$ cat config.mk
export PLATFORM = sky130hd
export DESIGN_NAME = mem_stage_flat
export DESIGN_NICKNAME = d
export VERILOG_FILES = /design/src/rtl/cpu_types_pkg.sv /design/src/rtl/mem_stage_if.sv /design/src/rtl/mem_ctrl.sv /design/src/rtl/mem_stage.sv /design/src/flat_wrapper.sv
export SDC_FILE = /design/constraint.sdc
export NUM_CORES = 1
export LEC_CHECK = 0
export ABC_CLOCK_PERIOD_IN_PS = 7300
export CAP_MARGIN = 20
export CELL_PAD_IN_SITES_DETAIL_PLACEMENT = 1
export CELL_PAD_IN_SITES_GLOBAL_PLACEMENT = 1
export CORE_AREA = 8 8 176 144
export DETAILED_ROUTE_END_ITERATION = 8
export DIE_AREA = 0 0 184 152
export PLACE_DENSITY = 0.83
export SKIP_LAST_GASP = 1
export SYNTH_ARGS = -nofsm -noshare
export SYNTH_HDL_FRONTEND = slang
export SYNTH_SLANG_ARGS = --single-unit
$ cat constraint.sdc
create_clock -name CLK -period 7.3 [get_ports CLK]
set_clock_uncertainty 0.15 [all_clocks]
set_input_delay 2.19 -clock CLK [delete_from_list [all_inputs] [get_ports CLK]]
set_output_delay 2.19 -clock CLK [all_outputs]
set_load 0.02 [all_outputs]
$ cat src/rtl/cpu_types_pkg.sv
// Shared types for the pipeline: datapath words, register indices,
// the write-back source select and the memory-stage FSM states.
package cpu_types_pkg;

  localparam int WORD_BITS = 32;
  localparam int REG_BITS  = 5;

  typedef logic [WORD_BITS-1:0] word_t;
  typedef logic [REG_BITS-1:0]  regbits_t;

  // Write-back source, encoded to match the Mem control field
  typedef enum logic [1:0] {
    WB_ALU  = 2'b00,
    WB_LOAD = 2'b01,
    WB_NPC  = 2'b10,
    WB_EXT  = 2'b11
  } wbsel_t;

  // Memory-stage sequencing: running, waiting on the data cache, halted for good
  typedef enum logic [1:0] {
    RUN    = 2'b00,
    WAIT   = 2'b01,
    HALTED = 2'b10
  } memstate_t;

endpackage

$ cat src/rtl/mem_stage_if.sv
// Data-memory bus between the memory stage (master) and the data cache (slave).
interface mem_stage_if #(
  parameter int WORD_W = 32
);

  logic              dmemREN;
  logic              dmemWEN;
  logic [WORD_W-1:0] dmemaddr;
  logic [WORD_W-1:0] dmemstore;
  logic              dhit;
  logic [WORD_W-1:0] dload;

  modport master (
    output dmemREN, dmemWEN, dmemaddr, dmemstore,
    input  dhit, dload
  );

  modport slave (
    input  dmemREN, dmemWEN, dmemaddr, dmemstore,
    output dhit, dload
  );

endinterface

$ cat src/rtl/mem_ctrl.sv
// Memory-stage control: request decode, cache-miss stall, RUN/WAIT/HALTED
// sequencing and the saturating miss-wait counter with its sticky timeout flag.
module mem_ctrl
  import cpu_types_pkg::*;
#(
  parameter int WAIT_MAX = 255
) (
  input  logic      CLK,
  input  logic      RST,
  input  logic      dren_i,
  input  logic      dwen_i,
  input  logic      dhit_i,
  input  logic      halt_i,
  output logic      ren_o,
  output logic      wen_o,
  output logic      stall_o,
  output logic      timeout_o,
  output memstate_t state_o
);

  localparam int              CNT_W   = (WAIT_MAX < 2) ? 1 : $clog2(WAIT_MAX + 1);
  localparam logic [CNT_W-1:0] CNT_MAX = CNT_W'(WAIT_MAX);

  memstate_t        state_r;
  memstate_t        state_next_s;
  logic [CNT_W-1:0] cnt_r;
  logic [CNT_W-1:0] cnt_next_s;
  logic             timeout_r;
  logic             req_s;

  // Request decode; a simultaneous load+store is issued as a store only,
  // and nothing is requested while held in reset or after halting
  always_comb begin
    req_s   = (dren_i | dwen_i) & (state_r != HALTED) & ~RST;
    wen_o   = req_s & dwen_i;
    ren_o   = req_s & dren_i & ~dwen_i;
    stall_o = req_s & ~dhit_i;
  end

  // Next state and next wait count; count only advances while still missing in WAIT
  always_comb begin
    state_next_s = state_r;
    cnt_next_s   = {CNT_W{1'b0}};
    case (state_r)
      RUN: begin
        if (stall_o) begin
          state_next_s = WAIT;
        end else if (halt_i) begin
          state_next_s = HALTED;
        end else begin
          state_next_s = RUN;
        end
      end
      WAIT: begin
        if (stall_o) begin
          state_next_s = WAIT;
          cnt_next_s   = (cnt_r == CNT_MAX) ? cnt_r : cnt_r + {{(CNT_W-1){1'b0}}, 1'b1};
        end else if (halt_i) begin
          state_next_s = HALTED;
        end else begin
          state_next_s = RUN;
        end
      end
      HALTED: begin
        state_next_s = HALTED;
      end
      default: begin
        state_next_s = RUN;
      end
    endcase
  end

  // State, wait counter and sticky timeout registers
  always_ff @(posedge CLK) begin
    if (RST) begin
      state_r   <= RUN;
      cnt_r     <= {CNT_W{1'b0}};
      timeout_r <= 1'b0;
    end else begin
      state_r <= state_next_s;
      cnt_r   <= cnt_next_s;
      if ((state_r == WAIT) && stall_o && (cnt_next_s == CNT_MAX)) begin
        timeout_r <= 1'b1;
      end
    end
  end

  assign timeout_o = timeout_r;
  assign state_o   = state_r;

endmodule

$ cat src/rtl/mem_stage.sv
// Memory stage: drives the data-memory bus, resolves control-flow redirects,
// and owns the MEM/WB latch including the sticky halt.
module mem_stage
  import cpu_types_pkg::*;
#(
  parameter int WORD_W   = 32,
  parameter int REG_AW   = 5,
  parameter int WAIT_MAX = 255
) (
  input  logic              CLK,
  input  logic              RST,
  input  logic [WORD_W-1:0] npc_i,
  input  logic [WORD_W-1:0] Jaddr_i,
  input  logic [WORD_W-1:0] rdat1_i,
  input  logic [WORD_W-1:0] rdat2_i,
  input  logic [WORD_W-1:0] alu_out_i,
  input  logic [WORD_W-1:0] extout_i,
  input  logic [1:0]        Mem_i,
  input  logic              Branch_i,
  input  logic              BNE_i,
  input  logic              zero_i,
  input  logic              jump_i,
  input  logic              jr_i,
  input  logic              DRen_i,
  input  logic              DWen_i,
  input  logic              RegW_i,
  input  logic [REG_AW-1:0] RegDest_i,
  input  logic              halt_i,
  mem_stage_if.master       dbus,
  output logic              stall_o,
  output logic              redirect_o,
  output logic [WORD_W-1:0] pc_target_o,
  output logic              wb_wen_o,
  output logic [REG_AW-1:0] wb_sel_o,
  output logic [WORD_W-1:0] wb_wdat_o,
  output logic              halt_o,
  output logic              timeout_o
);

  memstate_t         state_s;
  logic              ren_s;
  logic              wen_s;
  logic              stall_s;
  logic              active_s;
  logic              taken_s;
  logic              redirect_s;
  logic [WORD_W-1:0] target_s;
  logic [WORD_W-1:0] wdat_s;

  logic              wb_wen_r;
  logic [REG_AW-1:0] wb_sel_r;
  logic [WORD_W-1:0] wb_wdat_r;
  logic              halt_r;

  mem_ctrl #(
    .WAIT_MAX (WAIT_MAX)
  ) u_ctrl (
    .CLK       (CLK),
    .RST       (RST),
    .dren_i    (DRen_i),
    .dwen_i    (DWen_i),
    .dhit_i    (dbus.dhit),
    .halt_i    (halt_i),
    .ren_o     (ren_s),
    .wen_o     (wen_s),
    .stall_o   (stall_s),
    .timeout_o (timeout_o),
    .state_o   (state_s)
  );

  assign dbus.dmemREN   = ren_s;
  assign dbus.dmemWEN   = wen_s;
  assign dbus.dmemaddr  = alu_out_i;
  assign dbus.dmemstore = rdat2_i;
  assign stall_o        = stall_s;

  // Redirect resolution; only an unstalled instruction redirects, so each fires once
  always_comb begin
    active_s   = ~stall_s & (state_s != HALTED) & ~RST;
    taken_s    = Branch_i & (zero_i ^ BNE_i);
    redirect_s = 1'b0;
    target_s   = {WORD_W{1'b0}};
    if (active_s) begin
      if (jr_i) begin
        redirect_s = 1'b1;
        target_s   = rdat1_i;
      end else if (jump_i) begin
        redirect_s = 1'b1;
        target_s   = Jaddr_i;
      end else if (taken_s) begin
        redirect_s = 1'b1;
        target_s   = npc_i + (extout_i << 2);
      end else begin
        redirect_s = 1'b0;
        target_s   = {WORD_W{1'b0}};
      end
    end else begin
      redirect_s = 1'b0;
      target_s   = {WORD_W{1'b0}};
    end
  end

  assign redirect_o  = redirect_s;
  assign pc_target_o = target_s;

  // Write-back source select; load data is taken on the dhit cycle itself
  always_comb begin
    wdat_s = alu_out_i;
    case (wbsel_t'(Mem_i))
      WB_ALU:  wdat_s = alu_out_i;
      WB_LOAD: wdat_s = dbus.dload;
      WB_NPC:  wdat_s = npc_i;
      WB_EXT:  wdat_s = extout_i;
      default: wdat_s = alu_out_i;
    endcase
  end

  // MEM/WB latch: bubbles while stalled or halted so nothing writes twice; halt is sticky
  always_ff @(posedge CLK) begin
    if (RST) begin
      wb_wen_r  <= 1'b0;
      wb_sel_r  <= {REG_AW{1'b0}};
      wb_wdat_r <= {WORD_W{1'b0}};
      halt_r    <= 1'b0;
    end else begin
      if (stall_s || (state_s == HALTED)) begin
        wb_wen_r  <= 1'b0;
        wb_sel_r  <= {REG_AW{1'b0}};
        wb_wdat_r <= {WORD_W{1'b0}};
      end else begin
        wb_wen_r  <= RegW_i & (RegDest_i != {REG_AW{1'b0}});
        wb_sel_r  <= RegDest_i;
        wb_wdat_r <= wdat_s;
      end
      halt_r <= halt_r | (halt_i & ~stall_s);
    end
  end

  assign wb_wen_o  = wb_wen_r;
  assign wb_sel_o  = wb_sel_r;
  assign wb_wdat_o = wb_wdat_r;
  assign halt_o    = halt_r;

endmodule
$ cat src/flat_wrapper.sv
// flat-port wrapper written by rule: the top's interface ports become plain ports
module mem_stage_flat import cpu_types_pkg::*;
#(
  parameter int WORD_W   = 32,
  parameter int REG_AW   = 5,
  parameter int WAIT_MAX = 255
)
  (CLK, RST, npc_i, Jaddr_i, rdat1_i, rdat2_i, alu_out_i, extout_i, Mem_i, Branch_i, BNE_i, zero_i, jump_i, jr_i, DRen_i, DWen_i, RegW_i, RegDest_i, halt_i, stall_o, redirect_o, pc_target_o, wb_wen_o, wb_sel_o, wb_wdat_o, halt_o, timeout_o, dbus_dmemREN, dbus_dmemWEN, dbus_dmemaddr, dbus_dmemstore, dbus_dhit, dbus_dload);
  mem_stage_if #(.WORD_W(WORD_W)) dbus_i ();
  input  logic CLK;
  input  logic RST;
  input  logic [WORD_W-1:0] npc_i;
  input  logic [WORD_W-1:0] Jaddr_i;
  input  logic [WORD_W-1:0] rdat1_i;
  input  logic [WORD_W-1:0] rdat2_i;
  input  logic [WORD_W-1:0] alu_out_i;
  input  logic [WORD_W-1:0] extout_i;
  input  logic [1:0] Mem_i;
  input  logic Branch_i;
  input  logic BNE_i;
  input  logic zero_i;
  input  logic jump_i;
  input  logic jr_i;
  input  logic DRen_i;
  input  logic DWen_i;
  input  logic RegW_i;
  input  logic [REG_AW-1:0] RegDest_i;
  input  logic halt_i;
  output logic stall_o;
  output logic redirect_o;
  output logic [WORD_W-1:0] pc_target_o;
  output logic wb_wen_o;
  output logic [REG_AW-1:0] wb_sel_o;
  output logic [WORD_W-1:0] wb_wdat_o;
  output logic halt_o;
  output logic timeout_o;
  output wire logic [$bits(dbus_i.dmemREN)-1:0] dbus_dmemREN;
  output wire logic [$bits(dbus_i.dmemWEN)-1:0] dbus_dmemWEN;
  output wire logic [$bits(dbus_i.dmemaddr)-1:0] dbus_dmemaddr;
  output wire logic [$bits(dbus_i.dmemstore)-1:0] dbus_dmemstore;
  input wire logic [$bits(dbus_i.dhit)-1:0] dbus_dhit;
  input wire logic [$bits(dbus_i.dload)-1:0] dbus_dload;
  assign dbus_dmemREN = dbus_i.dmemREN;
  assign dbus_dmemWEN = dbus_i.dmemWEN;
  assign dbus_dmemaddr = dbus_i.dmemaddr;
  assign dbus_dmemstore = dbus_i.dmemstore;
  assign dbus_i.dhit = dbus_dhit;
  assign dbus_i.dload = dbus_dload;
  mem_stage #(.WORD_W(WORD_W), .REG_AW(REG_AW), .WAIT_MAX(WAIT_MAX)) u_core (.CLK(CLK), .RST(RST), .npc_i(npc_i), .Jaddr_i(Jaddr_i), .rdat1_i(rdat1_i), .rdat2_i(rdat2_i), .alu_out_i(alu_out_i), .extout_i(extout_i), .Mem_i(Mem_i), .Branch_i(Branch_i), .BNE_i(BNE_i), .zero_i(zero_i), .jump_i(jump_i), .jr_i(jr_i), .DRen_i(DRen_i), .DWen_i(DWen_i), .RegW_i(RegW_i), .RegDest_i(RegDest_i), .halt_i(halt_i), .dbus(dbus_i), .stall_o(stall_o), .redirect_o(redirect_o), .pc_target_o(pc_target_o), .wb_wen_o(wb_wen_o), .wb_sel_o(wb_sel_o), .wb_wdat_o(wb_wdat_o), .halt_o(halt_o), .timeout_o(timeout_o));
endmodule
# Word-level counts from Yosys, hierarchy flattened

Index checks and enable logic that the tools add are counted.

Mux-type cells: 15
Bitwise gates (word level): 18
Reduce and logical (&&, ||, !) cells: 8
Equal/unequal tests: 8
Add/sub/neg operators: 2

Operator list:

| operator                                             | number |
|---|---|
| 2-to-1 mux 32 bit                                    | 4 |
| one-hot mux 32 bit (4 select lines)                  | 1 |
| adder 32 bit                                         | 1 |
| 2-to-1 mux 8 bit                                     | 3 |
| equality test 8 bit (second input constant)          | 2 |
| AND 1 bit                                            | 11 |
| adder 8 x 1 -> 8 bit (second input constant)         | 1 |
| equality test 2 bit (second input constant)          | 3 |
| nonzero test 5 bit                                   | 1 |
| equality test 2 x 1 -> 1 bit (second input constant) | 2 |
| zero test 2 bit                                      | 2 |
| 2-to-1 mux 1 bit                                     | 4 |
| 2-to-1 mux 2 bit                                     | 2 |
| NOT 1 bit                                            | 4 |
| one-hot mux 2 bit (2 select lines)                   | 1 |
| OR reduction 2 bit                                   | 2 |
| logical AND 1 bit                                    | 2 |
| != test 2 bit (second input constant)                | 1 |
| bitwise OR 1 bit                                     | 2 |
| logical OR 1 bit                                     | 1 |
| bitwise XOR 1 bit                                    | 1 |

Logic and storage cells: 58
Bits in registers: 50
Output and inout port bits: 140

# Logic depth before layout (Yosys ltp)

Gate-level depths: netlist (run 1).

Depth in word-level cells: 8
Depth in mapped cells: 11

# Cells and area by module

A second synthesis (run 1) with hierarchy kept.

Cell total of the unflattened synthesis: 593
Area, all modules: 5118.7 µm²

Modules (own cells, without submodules):

| module    | cells each | times used | seq. area each (µm²) | area an instance (µm²) |
|---|---|---|---|---|
| mem_stage | 528        | 1          | 780.7                | 4549.4 |
| mem_ctrl  | 65         | 1          | 220.2                | 569.3 |

# Worst setup path before layout (run 1)

No wires, ideal clock.

Path type: input to output
Start point: input port npc_i[11]
End point: output port pc_target_o[31]
Arrival time: 4.386 ns
Cell stages on the path: 10
Path slack: 0.574 ns
Data required time: 4.960 ns
Path through: ha_1 buf_6 a21oi_4 nand2_1 a211oi_2 a21boi_4 a31o_4 a31oi_1 mux2_4 a211oi_2

Word-level cells in the longest chain between the ends: 5

RTL lines:

| what              | RTL line           | text |
|---|---|---|
| start, declared   | flat_wrapper.sv:12 | `input logic [WORD_W-1:0] npc_i;` |
| adder 32 bit      | mem_stage.sv:92    | `target_s = npc_i + (extout_i << 2);` |
| 2-to-1 mux 32 bit | mem_stage.sv:90    | `end else if (taken_s) begin` |
| 2-to-1 mux 32 bit | mem_stage.sv:87    | `end else if (jump_i) begin` |
| 2-to-1 mux 32 bit | mem_stage.sv:84    | `if (jr_i) begin` |
| 2-to-1 mux 32 bit | mem_stage.sv:83    | `if (active_s) begin` |
| end, declared     | flat_wrapper.sv:31 | `output logic [WORD_W-1:0] pc_target_o;` |

No other way between the ends.

# Worst setup path in the final report (run 1)

Start point: input port extout_i[1]
End point: output port pc_target_o[31]

Word-level cells in the longest chain between the ends: 5

RTL lines:

| what              | RTL line           | text |
|---|---|---|
| start, declared   | flat_wrapper.sv:17 | `input logic [WORD_W-1:0] extout_i;` |
| adder 32 bit      | mem_stage.sv:92    |  |
| 2-to-1 mux 32 bit | mem_stage.sv:90    |  |
| 2-to-1 mux 32 bit | mem_stage.sv:87    |  |
| 2-to-1 mux 32 bit | mem_stage.sv:84    |  |
| 2-to-1 mux 32 bit | mem_stage.sv:83    |  |

No other way between the ends.

==> run metrics, run 1 <==
Crit path max-delay family=buffers and inverters; worst setup path end=pc_target_o[31]; Crit Path Max Fanout=5; final setup vio count=0; Switching Fraction=34.9%; IO Port Bufs=318; Skew-Pair Late Insertion Delay=0.29 ns; peak supply drop=0.0765 mV; global-route wire length before repair=41000 um; Pwr Total=1.22 mW; TritonRoute pass-1 iters=4; antenna-violating nets left=0; Multi-input gate area=0.00384 mm^2; period utilization=99.4%; TritonCTS clock tree=built; All-Layer GR Usage=18.7%; max incr delay on CP=0.52 ns; leading cell types in the layout, fill and taps excluded=279 x clkdlybuf4s50_1, 107 x buf_4, 53 x a21oi_1, 50 x dfxtp_1, 47 x nor2_1; fraction of layout cells with a size suffix above 1=21.9%; Final Hold Vio Count=0; cell area after synthesis=0.00531 mm^2; flop-to-flop setup slack=5.14 ns; worst hold path type=reg -> reg; critical path class=in -> out; Initial Util=23.8%; WL final=28200 um; Post-CTS Hold Fix Bufs=0; Distinct cells, synth=71; routability cong.=0.898; Mapped Cells=637; post-route minimum period=7.26 ns; DP Wirelength=23400 um; syn nets=911; Critical path buffers and inverters=4; f_max=138 MHz; max-cap check violation count=0; EDFF count, synth=0; dpl cells=1244; Syn Area/Cell=8.33 um^2; sw power=425 uW; number of diodes=0; die area=0.0280 mm^2; CTS sink cnt=50; Slew HR=39.8%; area grow syn2layout=76.7%; XOR/XNOR Fraction of Synth Area=4.29%; CP max stage cell=clkdlybuf4s50_1; Worst Tran Pin Value=0.904 ns; grt total ovfl=0; Crit path required time=4.96 ns; vias in the first global route=6811; Hold Startpoint=u_core.u_ctrl.timeout_o; drt drc=0; Ports=383; R2R Path Start=u_core.u_ctrl.cnt_r[0]; DRT iter0 DRCs=272; Storage cell area=0.00100 mm^2; CP Data Arrival Time=4.92 ns; CP startpoint kind=primary input; Worst Slack Setup Final=0.0434 ns; internal power=792 uW; Clock Path Buffers=2; asr flop ratio synth=0%; flops & latches, synth=50; Yosys warning count=0; PwrDens=130 mW/mm^2; cell mode on critical path=buf_4; post-synthesis adder-cell area fraction=7.45%; Logic pwr share=53.1%; largest family of logic cells by synthesized area=compound AO/OA/AOI/OAI gates; most common cell after layout, fill and taps aside=clkdlybuf4s50_1; sequential area share after synthesis=18.9%; Synth Flop Type=dfxtp_1; Non-Filler Instances=1264; DP Worst Slack=-0.422 ns; die width=184 um; clock share of power=23.0%; instance count on the critical path=13; Num CTS Buffers=5; Simple-Gate Fraction of Synth Area=17.1%; critical path, cell by cell=clkdlybuf4s50_1 -> ha_1 -> a21oi_1 -> buf_4 -> o211ai_4 -> nand3_2 -> a21boi_4 -> a31o_4 -> buf_4 -> a31oi_2 -> mux2_4 -> a211oi_2 -> buf_4; via/cell ratio=5.00; clock slew at reported path FFs=0.08 ns; status=completed; row count=49; Compound-Gate Fraction of Synth Area=24.5%; Register-to-Register Path Depth=9; DIE HEIGHT=152 um; CP startpoint=extout_i[1]; H-tree Lvls=2; Layout fillers=2640; mux contribution to synthesized area=14.2%; wire per inst=22.3 um; antenna violations before repair=0; CTS root buf=clkbuf_16; vias=6324; part of the power in registers=24.0%; total core area=0.0223 mm^2; nets=1231; pin count of the biggest net entering global routing=40; max-slew violations=0; end of the worst register-to-register path=u_core.u_ctrl.timeout_o; P_leak=3.92 nW; CP Capture Type=output port
## cells in the mapped netlist (5+ instances only)
cell,number,area (um^2)
nand3_1,10,50.1
dfxtp_1,50,1000
o21a_1,5,37.5
nor2_1,51,191
mux4_2,32,721
o21bai_1,8,60.1
and3_1,44,275
nand4_1,7,43.8
a221o_1,6,60.1
o22ai_1,5,31.3
buf_4,64,480
a21o_1,14,105
o21ai_0,49,245
ha_1,30,375
xnor2_1,19,166
buf_2,5,25.0
inv_1,16,60.1
nand2_1,30,113
xor2_1,7,61.3
nor2b_1,5,31.3
nor3_1,9,45.0
a21oi_1,59,295
a221oi_1,13,114
clkbuf_1,37,139
## power by group through the flow
stage | logic [mW] | registers, mW | clock network (mW)
6_report | 0.646 | 0.292 | 0.280
5_1_grt | 0.688 | 0.294 | 0.293
4_1_cts | 0.620 | 0.292 | 0.285
3_5_place_dp | 0.610 | 0.299 | 0
3_3_place_gp | 0.600 | 0.298 | 0
2_1_floorplan | 0.293 | 0.317 | 0
## tightest hold or removal path: stages, from the launching register on
cell and delay, ns:
dfxtp_1 0.32, inv_1 0.05, o22ai_1 0.07
## area by class of cell
type | count | area share (%)
Clock buffer | 5 | 1.33
Inverter | 16 | 0.641
Multi-Input combinational cell | 463 | 41.0
Tap cell | 306 | 4.08
Timing Repair Buffer | 421 | 41.7
Sequential cell | 50 | 10.7
Clock inverter | 3 | 0.520
## per-stage QoR
stage                     setup TNS [ns]  area, um^2  util, %  hold WS [ns]
after global placement             -4.30        8880     39.8         0.300
after floorplan                        0        5310        -         0.279
after global routing              -0.316        9380     42.0         0.361
final                                  0        9380     42.0         0.333
after detailed placement           -5.70        8880     39.8         0.310
after CTS                         -0.599        9160     41.0         0.331
## layer usage
layer | global-route usage, % | vias to the layer above | wire length [um]
met3 | 3.62 | 26 | 2050
li1 | - | 2941 | -
met5 | 0 | - | 0
met2 | 32.2 | 259 | 13700
met1 | 24.0 | 3098 | 12000
met4 | 3.34 | 0 | 425
## worst min path at each step
| stage | endpoint | slack, ns | cells after the start |
|---|---|---|---|
| 3_3_place_gp | u_core.halt_o | 0.30 | 2 |
| 5_1_grt | u_core.u_ctrl.state_o[0] | 0.36 | 1 |
| 4_1_cts | u_core.halt_o | 0.33 | 2 |
| 6_report | u_core.u_ctrl.timeout_o | 0.33 | 2 |
| 3_5_place_dp | u_core.halt_o | 0.31 | 2 |
| 2_1_floorplan | u_core.u_ctrl.state_o[0] | 0.28 | 1 |
## kinds of logic after synthesis
group                    after synthesis
AO/OA/AOI/OAI                        193
XOR/XNOR                              26
adder cells (fa/ha/maj)               31
buffers and inverters                124
flip-flops                            50
multiplexers                          35
AND/OR/NAND/NOR                      178
## timing repair
action / 4_1_cts / 5_1_grt
hold endpoints to repair: 0 / 0
buffers inserted: 5 / 7
pin swaps: 11 / 18
setup endpoints to repair: 22 / 23
gates resized for setup: 42 / 53
cloned: 0 / 0
## flip-flops by register name (all words and copies together), names as in the netlist
register	cells
u_core.u_ctrl.cnt_r	8
u_core.u_ctrl.state_o	2
u_core.wb_sel_o	5
u_core.u_ctrl.timeout_o	1
u_core.halt_o	1
u_core.wb_wen_o	1
u_core.wb_wdat_o	32
(Power assumes the default switching activity.)
==> inputs of run 2 (changes only) <==
Settings changed: CORE_AREA 8 8 176 144 to 8 8 173 142, DIE_AREA 0 0 184 152 to 0 0 181 150, PLACE_DENSITY 0.83 to 0.84, SYNTH_HIERARCHICAL set to 1.
==> run metrics, run 2 <==
mux contribution to synthesized area=14.5% (was 14.2%); pin count of the biggest net entering global routing=33 (was 40); f_max=139 MHz (was 138 MHz); Area contributors post-synth=dfxtp_1 20%, mux4_2 14%, buf_4 9.4% (was dfxtp_1 19%, mux4_2 14%, buf_4 9.1%); TritonCTS clock tree=built (unchanged); All-Layer GR Usage=19.2% (was 18.7%); Ports=383 (unchanged); critical path class=in -> out (unchanged); Crit path required time=4.96 ns (about the same); total core area=0.0219 mm^2 (was 0.0223 mm^2); Post-synth top cells=64 x buf_4, 51 x nor2_1, 50 x dfxtp_1, 42 x a21oi_1 (was 64 x buf_4, 59 x a21oi_1, 51 x nor2_1, 50 x dfxtp_1, 49 x o21ai_0); syn nets=867 (was 911); IO Port Bufs=318 (unchanged); DP Worst Slack=-0.741 ns (was -0.422 ns); Synth Flop Type=dfxtp_1 (unchanged); Worst Slack Setup Final=0.122 ns (was 0.0434 ns); XOR/XNOR Fraction of Synth Area=4.79% (was 4.29%); max-cap check violation count=0 (unchanged); vias=5916 (was 6324); area leader, netlist=dfxtp_1 (unchanged); largest family of logic cells by synthesized area=compound AO/OA/AOI/OAI gates (unchanged); CTS sink cnt=50 (unchanged); Compound-Gate Fraction of Synth Area=24.2% (was 24.5%); fin util=41.4% (was 42.0%); sequential area share after synthesis=19.6% (was 18.9%); peak supply drop=0.0741 mV (was 0.0765 mV); CP Capture Type=output port (unchanged); DP Wirelength=22400 um (was 23400 um); post-route minimum period=7.18 ns (was 7.26 ns); nets=1184 (was 1231); RSZ-0062 raised after global routing=true; Syn Area/Cell=8.63 um^2 (was 8.33 um^2); most frequent cell after synthesis=buf_4 (unchanged); fraction of layout cells with a size suffix above 1=23.0% (was 21.9%); CTS root buf=clkbuf_16 (unchanged); clock slew at reported path FFs=0.07 ns (was 0.08 ns); antenna-violating nets left=0 (unchanged); drt drc=0 (unchanged); Clock Path Buffers=2 (unchanged); Cell Area, Placed=0.00869 mm^2 (was 0.00888 mm^2); PwrDens=129 mW/mm^2 (was 130 mW/mm^2); Worst Tran Pin Value=0.982 ns (was 0.904 ns); R2R Path Start=u_core/u_ctrl/state_o[1] (was u_core.u_ctrl.cnt_r[0]); flops & latches, synth=50 (unchanged); WL final=27200 um (was 28200 um); die area=0.0272 mm^2 (was 0.0280 mm^2); Multi-input gate area=0.00371 mm^2 (was 0.00384 mm^2); asr flop ratio synth=0% (unchanged); Skew-Pair Late Insertion Delay=0.31 ns (was 0.29 ns); status=completed (unchanged); most common cell after layout, fill and taps aside=clkdlybuf4s50_1 (unchanged); worst hold path type=reg -> reg (unchanged); cell area after synthesis=0.00512 mm^2 (was 0.00531 mm^2); DRT iter0 DRCs=215 (was 272); DIE HEIGHT=150 um (was 152 um); vias in the first global route=6607 (was 6811); max-slew violations=0 (unchanged); routability cong.=0.845 (was 0.898); Storage cell area=0.00100 mm^2 (unchanged); CP Data Arrival Time=4.84 ns (was 4.92 ns); P_leak=3.69 nW (was 3.92 nW); Mapped Cells=593 (was 637); Yosys top cell area share=19.6% (was 18.9%); dpl cells=1180 (was 1244); leading cell types in the layout, fill and taps excluded=273 x clkdlybuf4s50_1, 96 x buf_4, 50 x nor2_1, 50 x dfxtp_1, 39 x and2_1 (was 279 x clkdlybuf4s50_1, 107 x buf_4, 53 x a21oi_1, 50 x dfxtp_1, 47 x nor2_1); post-synthesis adder-cell area fraction=7.72% (was 7.45%); final setup vio count=0 (unchanged); Initial Util=23.3% (was 23.8%); Distinct cells, synth=68 (was 71); period utilization=98.3% (was 99.4%); EDFF count, synth=0 (unchanged); Non-Filler Instances=1191 (was 1264); grt total ovfl=0 (unchanged); area grow syn2layout=77.5% (was 76.7%); H-tree Lvls=2 (unchanged); TritonRoute pass-1 iters=4 (unchanged); CP startpoint=npc_i[8] (was extout_i[1]); Largest register FFs=32 (unchanged); row count=49 (unchanged); global-route wire length before repair=40200 um (was 41000 um); Slew HR=34.5% (was 39.8%); Hold WS=0.298 ns (was 0.333 ns); wire per inst=22.8 um (was 22.3 um); Crit Path Max Fanout=3 (was 5); CP startpoint kind=primary input (unchanged); die width=181 um (was 184 um); Num CTS Buffers=5 (unchanged); Final Hold Vio Count=0 (unchanged); Yosys warning count=6 (was 0); antenna violations before repair=1 (was 0); Final Cell Area=0.00909 mm^2 (was 0.00938 mm^2); via/cell ratio=4.97 (was 5.00); Hold Startpoint=u_core/u_ctrl/state_o[1] (was u_core.u_ctrl.timeout_o); Simple-Gate Fraction of Synth Area=16.0% (was 17.1%); Layout fillers=2561 (was 2640)
==> run 2: logic make-up (layout without fill, tap and decap cells) <==
family          Yosys count  after routing
other cells               0              1
fa+ha+maj                31             31
mux                      34             34
compound gates          177            177
buf+inv                 113            430
xor+xnor                 28             28
flops                    50             50
simple gates            160            160
==> run 2: area by class of cell <==
cell class / instances / area share, %
antenna: 1 / 0.0275
clock buffer: 5 / 1.38
clock inverter: 2 / 0.151
inverter: 13 / 0.537
multi-input combinational: 430 / 40.8
sequential: 50 / 11.0
tap: 280 / 3.86
timing repair buffer: 410 / 42.2
==> run 2: timing repair <==
| item | 4_1_cts | 5_1_grt |
|---|---|---|
| hold buffers | 0 | 0 |
| endpoints found under the setup margin | 22 | 20 |
| setup buffers | 2 | 1 |
| gates cloned | 0 | 0 |
| pin swaps | 17 | 12 |
| gates resized for setup | 98 | 48 |
==> run 2: per-layer routing <==
| layer | share of wire (%) | global-route usage (%) | vias up |
|---|---|---|---|
| met5 | 0 | 0 | - |
| met4 | 0.68 | 2.95 | 0 |
| li1 | - | - | 2773 |
| met3 | 7.9 | 6.41 | 14 |
| met1 | 41 | 22.7 | 2895 |
| met2 | 50 | 34.1 | 234 |
==> run 2: worst paths after layout <==
check / depth (start not counted) / end / slack [ns]
hold reg to reg: 1 / u_core/u_ctrl/state_o[0] / 0.30
setup / recovery: 11 / pc_target_o[30] / 0.12
setup reg to reg: 8 / u_core/wb_wen_o / 5.21
hold / removal: 1 / u_core/u_ctrl/state_o[0] / 0.30
==> run 2: where the power goes <==
group / internal, mW / total [mW] / switching [mW]
combinational: 0.338 / 0.629 / 0.291
sequential: 0.291 / 0.297 / 0.00585
clock: 0.127 / 0.250 / 0.124
total: 0.756 / 1.18 / 0.420
==> run 2: critical path, cell delays in order <==
cell and delay, ns:
clkdlybuf4s50_1 0.44, ha_2 0.23, a211oi_2 0.22, o21bai_1 0.12, a21o_2 0.22, a221o_2 0.43, a311oi_4 0.27, o41ai_2 0.12
mux2i_1 0.22, o221a_1 0.23, buf_6 0.13
==> run 2: stage by stage <==
| step | power (mW) | TNS (ns) |
|---|---|---|
| detailed placement | 0.913 | -10.32 |
| CTS | 1.19 | -0.146 |
| global route | 1.25 | -0.0167 |
| finish | 1.18 | 0 |
| global placement | 0.900 | -9.46 |
| floorplan | 0.609 | 0 |
